$ cat config.mk
export PLATFORM = sky130hd
export DESIGN_NAME = btn_conditioner
export DESIGN_NICKNAME = d
export VERILOG_FILES = /design/src/rtl/btn_conditioner.sv
export SDC_FILE = /design/constraint.sdc
export NUM_CORES = 1
export LEC_CHECK = 0
export CAP_MARGIN = 25
export CORE_ASPECT_RATIO = 0.8
export CORE_MARGIN = 2
export CORE_UTILIZATION = 55
export DETAILED_ROUTE_END_ITERATION = 10
export GPL_TIMING_DRIVEN = 0
export PLACE_DENSITY = 0.76
export SLEW_MARGIN = 15
export SYNTH_ARGS = -nofsm -noshare
export SYNTH_HDL_FRONTEND = slang
export SYNTH_SLANG_ARGS = --single-unit
$ cat constraint.sdc
create_clock -name ClkPort -period 4.85 [get_ports ClkPort]
set_clock_uncertainty 0.1 [all_clocks]
set_input_delay 0.7275 -clock ClkPort [delete_from_list [all_inputs] [get_ports ClkPort]]
set_output_delay 0.7275 -clock ClkPort [all_outputs]
set_load 0.005 [all_outputs]
$ cat src/rtl/btn_conditioner.sv
// Push-button conditioner: 2-FF synchroniser, debounce, level, press/release
// pulses and press-plus-auto-repeat pulse stream per channel.
module btn_conditioner #(
    parameter int unsigned N_BTN        = 5,
    parameter int unsigned DEBOUNCE_CYC = 500000,
    parameter int unsigned REPEAT_DELAY = 50000000,
    parameter int unsigned REPEAT_RATE  = 15000000
) (
    input  logic             ClkPort,
    input  logic             Reset,
    input  logic [N_BTN-1:0] btn_in,
    output logic [N_BTN-1:0] btn_level,
    output logic [N_BTN-1:0] btn_press,
    output logic [N_BTN-1:0] btn_release,
    output logic [N_BTN-1:0] btn_repeat
);

    localparam int unsigned DCNT_W = $clog2(DEBOUNCE_CYC);
    localparam int unsigned RMAX   = (REPEAT_DELAY > REPEAT_RATE) ? REPEAT_DELAY : REPEAT_RATE;
    localparam int unsigned RCNT_W = $clog2(RMAX);

    localparam logic [DCNT_W-1:0] DCNT_LAST  = DCNT_W'(DEBOUNCE_CYC - 1);
    localparam logic [RCNT_W-1:0] RTHR_FIRST = RCNT_W'(REPEAT_DELAY - 1);
    localparam logic [RCNT_W-1:0] RTHR_NEXT  = RCNT_W'(REPEAT_RATE - 1);

    typedef enum logic [1:0] {
        ST_IDLE,
        ST_WAIT_PRESS,
        ST_HELD,
        ST_WAIT_RELEASE
    } state_t;

    logic [N_BTN-1:0] sync_q1;
    logic [N_BTN-1:0] sync_q2;

    // Two-stage synchroniser for the asynchronous pin levels
    always_ff @(posedge ClkPort) begin
        if (Reset) begin
            sync_q1 <= '0;
            sync_q2 <= '0;
        end else begin
            sync_q1 <= btn_in;
            sync_q2 <= sync_q1;
        end
    end

    for (genvar i = 0; i < N_BTN; i++) begin : g_ch
        state_t            state;
        logic [DCNT_W-1:0] dcnt;
        logic [RCNT_W-1:0] rcnt;
        logic              first_rpt;
        logic              level_q;
        logic              press_q;
        logic              release_q;
        logic              repeat_q;
        logic              s;
        logic [RCNT_W-1:0] rthr;

        assign s    = sync_q2[i];
        // Long initial delay until the first auto-repeat, then the faster rate
        assign rthr = first_rpt ? RTHR_FIRST : RTHR_NEXT;

        always_ff @(posedge ClkPort) begin
            if (Reset) begin
                state     <= ST_IDLE;
                dcnt      <= '0;
                rcnt      <= '0;
                first_rpt <= 1'b0;
                level_q   <= 1'b0;
                press_q   <= 1'b0;
                release_q <= 1'b0;
                repeat_q  <= 1'b0;
            end else begin
                press_q   <= 1'b0;
                release_q <= 1'b0;
                repeat_q  <= 1'b0;
                case (state)
                    ST_IDLE: begin
                        level_q <= 1'b0;
                        if (s) begin
                            state <= ST_WAIT_PRESS;
                            dcnt  <= '0;
                        end
                    end
                    ST_WAIT_PRESS: begin
                        if (!s) begin
                            state <= ST_IDLE;
                        end else if (dcnt == DCNT_LAST) begin
                            state     <= ST_HELD;
                            level_q   <= 1'b1;
                            press_q   <= 1'b1;
                            repeat_q  <= 1'b1;
                            rcnt      <= '0;
                            first_rpt <= 1'b1;
                        end else begin
                            dcnt <= dcnt + DCNT_W'(1);
                        end
                    end
                    ST_HELD: begin
                        // rcnt is kept across a release bounce so repeat timing resumes
                        if (!s) begin
                            state <= ST_WAIT_RELEASE;
                            dcnt  <= '0;
                        end else if (rcnt == rthr) begin
                            repeat_q  <= 1'b1;
                            rcnt      <= '0;
                            first_rpt <= 1'b0;
                        end else begin
                            rcnt <= rcnt + RCNT_W'(1);
                        end
                    end
                    ST_WAIT_RELEASE: begin
                        if (s) begin
                            state <= ST_HELD;
                        end else if (dcnt == DCNT_LAST) begin
                            state     <= ST_IDLE;
                            level_q   <= 1'b0;
                            release_q <= 1'b1;
                        end else begin
                            dcnt <= dcnt + DCNT_W'(1);
                        end
                    end
                    default: state <= ST_IDLE;
                endcase
            end
        end

        assign btn_level[i]   = level_q;
        assign btn_press[i]   = press_q;
        assign btn_release[i] = release_q;
        assign btn_repeat[i]  = repeat_q;
    end

endmodule

==> results of run 1 <==
-- sequential cells by signal, summed over array words and instances, names as in the netlist, named ones only --
signal,count
g_ch.repeat_q,5
g_ch.press_q,5
sync_q1,5
g_ch.state,5
g_ch.level_q,5
g_ch.first_rpt,5
sync_q2,5
g_ch.rcnt,130
g_ch.release_q,5
g_ch.dcnt,95
-- cells by family after synthesis --
group | share of synthesized area [%]
simple gates | 31.4
buf+inv | 4.32
flops | 39.0
fa+ha+maj | 2.71
mux | 0.696
compound gates | 10.7
xor+xnor | 11.1
-- worst paths after layout --
path | start | to | slack [ns] | cells after the start
min reg2reg | sync_q1[2] | sync_q2[2] | 0.34 | 1
max reg2reg | g_ch[0].dcnt[1] | g_ch[0].rcnt[10] | 1.28 | 9
max | g_ch[0].dcnt[1] | g_ch[0].rcnt[10] | 1.28 | 9
min | sync_q1[2] | sync_q2[2] | 0.34 | 1
-- power by group --
group	switching [mW]	internal, mW	leakage (nW)
Sequential	0.0297	2.24	2.18
Clock	0.881	1.31	0.475
Combinational	0.335	0.158	2.38
-- worst max-delay path, stage by stage (launching register included) --
cell	delay, ns
dfxtp_1	0.45
ha_1	0.20
clkbuf_1	0.34
nand4b_1	0.15
nor3_1	0.49
nand2_1	0.26
a21bo_2	0.31
o21ai_1	0.62
clkbuf_1	0.42
nor2_1	0.10
-- area by class of cell --
cell class                 count  area (um2)  share of cell area [%]
multi-input combinational   1262        7840                    50.7
sequential                   270        5410                    34.9
clock buffer                  45         896                    5.79
buffer                        98         470                    3.04
tap                          318         398                    2.57
timing repair buffer          28         270                    1.75
inverter                      34         128                   0.824
clock inverter                 6        68.8                   0.445
-- per-stage QoR --
step	power, mW	instance area (um2)	worst slack (ns)
finish	4.96	15500	1.28
global route	5.16	15500	1.07
CTS	4.99	15500	1.32
detailed placement	2.80	14500	0.792
global placement	2.79	14500	0.801
floorplan	2.67	13800	2.10
-- cells in the final DEF, fill, tap and decap left out, types with 23 or more instances in the layout --
master           netlist  layout
dfxtp_1              270     270
nor2_1               248     248
nand2_1              119     119
xnor2_1              101     101
nand3_1               89      89
xor2_1                75      75
nor3_1                71      71
clkbuf_1              64      69
nand4_1               68      68
a21oi_1               47      47
o21ai_0               45      45
nor4_1                35      35
inv_1                 34      34
and3_1                32      32
ha_1                  30      30
clkbuf_16              0      29
clkdlybuf4s50_1        0      26
buf_4                 23      23
-- layer usage --
| layer | track usage, % | up-vias |
|---|---|---|
| met1 | 34.4 | 5704 |
| met5 | 0 | - |
| li1 | - | 6048 |
| met2 | 35.9 | 296 |
| met4 | 4.76 | 0 |
| met3 | 2.98 | 47 |
==> flow_summary.json, run 1 <==
{
  "status": "completed",
  "clkTransAtPathRegs_ns": 0.07,
  "gp_congestion": 0.900,
  "drt_iter0_drc": 1016,
  "synth_largest_area_cell": "dfxtp_1",
  "endpoint_kind": "flip-flop",
  "syn_to_final_growth_pct": 11.8,
  "grt_pass1_wl_mm": 53.3,
  "hold_viol": 0,
  "ys.warnings.count": 0,
  "syn-num-nets": 1701,
  "route.met2.wl_mm": 13.4,
  "finalCriticalPeriod_ns": 3.57,
  "post-route-util_pct": 63.0,
  "clk_latency_ns": 0.53,
  "whs_ns": 0.345,
  "ctsRootBufferMaster": "clkbuf_16",
  "antenna_found_initial": 0,
  "grt_max_degree": 15,
  "post-route-drc-count": 0,
  "postCtsHoldBufs": 0,
  "synth_flop_cell": "dfxtp_1",
  "finalSetupViolCount": 0,
  "fp-row-count": 51,
  "drt_first_pass_iters": 5,
  "drive_above_1_share_pct": 7.29,
  "nets": 1759,
  "synth_area_leaders": "dfxtp_1 39%, nor2_1 6.7%, xnor2_1 6.4%",
  "cts_inserted_buffers": 28,
  "cp_max_fo": 10,
  "postSynthAreaPerCell_um2": 8.32,
  "synth_area_mm2": 0.0138,
  "syn_inst": 1664,
  "ant_nets": 0,
  "num_antenna_cells": 0,
  "routed-wl-met3_mm": 1.53,
  "yosysTopAreaCellShare_pct": 39.0,
  "cts_setup_buffers": 0,
  "place_hpwl_mm": 21.7,
  "synth.distinct_cells": 86,
  "final_cells": 2061,
  "die_w_um": 181,
  "ctsResizeCount": 0,
  "final_max_slew_viol_count": 0,
  "io_buffer_count": 26,
  "gr-usage-all-layers_pct": 23.1,
  "ios": 27,
  "min_period_over_period_pct": 73.5,
  "fin_tns_setup_ns": 0,
  "drt-wirelength-per-cell_um": 15.1,
  "synth_edf_count": 0,
  "ys_seq_area_share_pct": 39.0,
  "drt_wl_total_mm": 31.1,
  "wl_met1_mm": 15.7,
  "num_vias": 12100,
  "clock.fmax_mhz": 280,
  "dieArea_mm2": 0.0265,
  "ys_top_cells_by_count": "270 x dfxtp_1, 248 x nor2_1, 119 x nand2_1",
  "cts_max_path_buffers": 3,
  "maxCapViolations": 0,
  "highest_layer": "met4",
  "arrival_ns": 3.87,
  "cts_tree": "done",
  "cts_max_level": 1,
  "overflow": 0,
  "synth_most_common_cell": "dfxtp_1",
  "synth-async-reset-ratio_pct": 0,
  "worstMarginPinSlew_ns": 0.915,
  "hp-class": "flip-flop to flip-flop",
  "grt_setup_unrepaired": "false",
  "critPathLaunchType": "flip-flop",
  "grt_pass1_vias": 11100,
  "crit_type": "flip-flop to flip-flop",
  "required_ns": 5.16,
  "via_per_inst": 5.87,
  "core-area_mm2": 0.0246,
  "fill_cells": 2102,
  "max-slew-margin-rel_pct": 38.7,
  "cts.sinks": 270,
  "ys_ff_latch": 270,
  "start_util_pct": 56.4,
  "fp.dieH_um": 146,
  "p_leak_nw": 5.04,
  "placed_cells": 2008,
  "power_density_mw_per_mm2": 320,
  "ir_drop_mv": 0.358
}
Power figures use the tool's default switching activity.
==> run 2, diff against run 1 <==
==> constraint.sdc (replaced) <==
create_clock -name ClkPort -period 3.5 [get_ports ClkPort]
set_clock_uncertainty 0.1 [all_clocks]
set_input_delay 0.525 -clock ClkPort [delete_from_list [all_inputs] [get_ports ClkPort]]
set_output_delay 0.525 -clock ClkPort [all_outputs]
set_load 0.005 [all_outputs]
==> flow_summary.json, run 2 (synthesized netlist as in run 1, its figures left out) <==
{
  "status": "completed",
  "hp-class": "flip-flop to flip-flop",
  "fp-row-count": 51,
  "gp_congestion": 0.900,
  "start_util_pct": 56.4,
  "die_w_um": 181,
  "ir_drop_mv": 0.497,
  "grt_pass1_vias": 11100,
  "ctsRootBufferMaster": "clkbuf_16",
  "whs_ns": 0.345,
  "core-area_mm2": 0.0246,
  "grt_pass1_wl_mm": 53.3,
  "cts_max_level": 1,
  "slowest_delay_ns": 0.49,
  "arrival_ns": 3.54,
  "critPathLaunchType": "flip-flop",
  "grt_use_met1_pct": 34.4,
  "maxCapViolations": 0,
  "cts_max_path_buffers": 3,
  "fp.dieH_um": 146,
  "grt_max_degree": 15,
  "layout_commonest_cell": "dfxtp_1",
  "drt-wirelength-per-cell_um": 15.1,
  "overflow": 0,
  "gr-usage-all-layers_pct": 23.1,
  "min_from": "sync_q1[2]",
  "endpoint_kind": "flip-flop",
  "intPower_mw": 5.15,
  "cts.sinks": 270,
  "cts_tree": "done",
  "hold_viol": 0,
  "drt_first_pass_iters": 5,
  "power_frac_seq_pct": 45.8,
  "place_ws_ns": -0.355,
  "nets": 1759,
  "p_leak_nw": 5.04,
  "num_antenna_cells": 0,
  "p_sw_mw": 1.72,
  "clock_power_share_pct": 44.2,
  "io_buffer_count": 26,
  "clk_latency_ns": 0.53,
  "r2r_slack_ns": 0.28,
  "min_period_over_period_pct": 92.1,
  "largest_reg_flops": 130,
  "place_hpwl_mm": 21.7,
  "met2_usage_pct": 35.9,
  "path_delay_family": "simple AND/OR/NAND/NOR gates",
  "busiest_layer": "met2",
  "power_density_mw_per_mm2": 444,
  "cp_max_fo": 10,
  "ant_nets": 0,
  "r2r-start": "g_ch[0].dcnt[1]",
  "grt_setup_unrepaired": "false",
  "cp_slowest_cell": "nor3_1",
  "top_regs": "g_ch.rcnt x130, g_ch.dcnt x95",
  "final_max_slew_viol_count": 0,
  "hold_depth": 1,
  "r2r-end": "g_ch[0].rcnt[10]",
  "post-route-drc-count": 0,
  "drt_wl_total_mm": 31.0,
  "ios": 27,
  "worstPathCellList": "ha_1 -> clkbuf_1 -> nand4b_1 -> nor3_1 -> nand2_1 -> a21bo_2 -> o21ai_2 -> clkbuf_2 -> nor2_1",
  "worstMarginPinSlew_ns": 0.969,
  "via_per_inst": 5.86,
  "hold_end": "sync_q2[2]",
  "num_vias": 12100,
  "drive_above_1_share_pct": 7.46,
  "drt_iter0_drc": 1062,
  "use_met3_pct": 2.98,
  "p_comb_share_pct": 10.0,
  "finalCriticalPeriod_ns": 3.22,
  "r2r_cells": 9,
  "required_ns": 3.82,
  "max-slew-margin-rel_pct": 35.1,
  "antenna_found_initial": 0,
  "final_cell_mix": "270 x dfxtp_1, 248 x nor2_1, 119 x nand2_1",
  "dieArea_mm2": 0.0265,
  "finalSetupViolCount": 0,
  "clock.fmax_mhz": 310,
  "crit_type": "flip-flop to flip-flop",
  "cts_inserted_buffers": 28,
  "syn_to_final_growth_pct": 11.8,
  "netSwitchingFraction_pct": 25.1,
  "clkTransAtPathRegs_ns": 0.07,
  "crit_buf_inv": 2,
  "largest_register": "g_ch.rcnt",
  "setup_ws_ns": 0.278
}
==> run 2: cell count changes in the layout (fill, tap and decap cells not counted) <==
| cell | change |
|---|---|
| clkbuf_1 | -2 |
| clkbuf_2 | +2 |
| o21ai_1 | -1 |
| o21ai_2 | +1 |
==> run 2: final cells by class <==
type	count	area (um2)
inverter	34	128
tap	318	398
clock buffer	45	896
fill	2105	9080
multi-input combinational	1262	7850
clock inverter	6	68.8
sequential	270	5410
buffer	98	473
timing repair buffer	28	270
==> run 2: routing by layer <==
metal	routed length [um]	vias to the layer above	part of all wire (%)
met2	13400	319	43
met4	479	0	1.5
met5	0	-	0
li1	-	6046	-
met1	15600	5668	50
met3	1560	45	5.0
==> run 2: through the flow <==
| step | power (mW) | TNS [ns] | util [%] | std cells | instance area [um2] |
|---|---|---|---|---|---|
| after global placement | 3.87 | -9.53 | 59.0 | 2008 | 14500 |
| after global routing | 7.15 | 0 | 63.0 | 2061 | 15500 |
| after CTS | 6.91 | 0 | 63.0 | 2059 | 15500 |
| after detailed placement | 3.88 | -9.66 | 59.0 | 2008 | 14500 |
| after floorplan | 3.71 | 0 | - | 1664 | 13800 |
| final | 6.87 | 0 | 63.0 | 2061 | 15500 |
==> run 2: worst max-delay path by stage <==
stage / from / endpoint / slack [ns] / depth (start not counted)
2_1_floorplan: g_ch[3].dcnt[0] / g_ch[3].state[0] / 0.75 / 9
3_3_place_gp: Reset / g_ch[0].rcnt[13] / -0.35 / 7
3_5_place_dp: Reset / g_ch[0].rcnt[10] / -0.36 / 7
4_1_cts: g_ch[0].dcnt[0] / g_ch[0].rcnt[14] / 0.005 / 9
5_1_grt: g_ch[3].dcnt[1] / g_ch[3].rcnt[8] / 0.03 / 9
6_report: g_ch[0].dcnt[1] / g_ch[0].rcnt[10] / 0.28 / 9
==> run 2: worst reg2reg max path: cells and delay by family, from the launching register on <==
| kind | cells | cell delay [ns] |
|---|---|---|
| flops | 1 | 0.45 |
| fa+ha+maj | 1 | 0.20 |
| compound gates | 2 | 0.72 |
| buf+inv | 2 | 0.66 |
| simple gates | 4 | 0.98 |
==> run 2: power by group through the flow <==
stage | sequential (mW) | combinational, mW | clock, mW
floorplan | 3.20 | 0.501 | 0
global placement | 3.21 | 0.655 | 0
detailed placement | 3.22 | 0.667 | 0
CTS | 3.15 | 0.673 | 3.09
global route | 3.15 | 0.760 | 3.23
finish | 3.15 | 0.684 | 3.04
==> run 2: timing repair <==
item | 4_1_cts | 5_1_grt
setup buffers | 0 | 0
hold buffers | 0 | 0
gates resized for setup | 0 | 5
endpoints found under the setup margin | 0 | 20
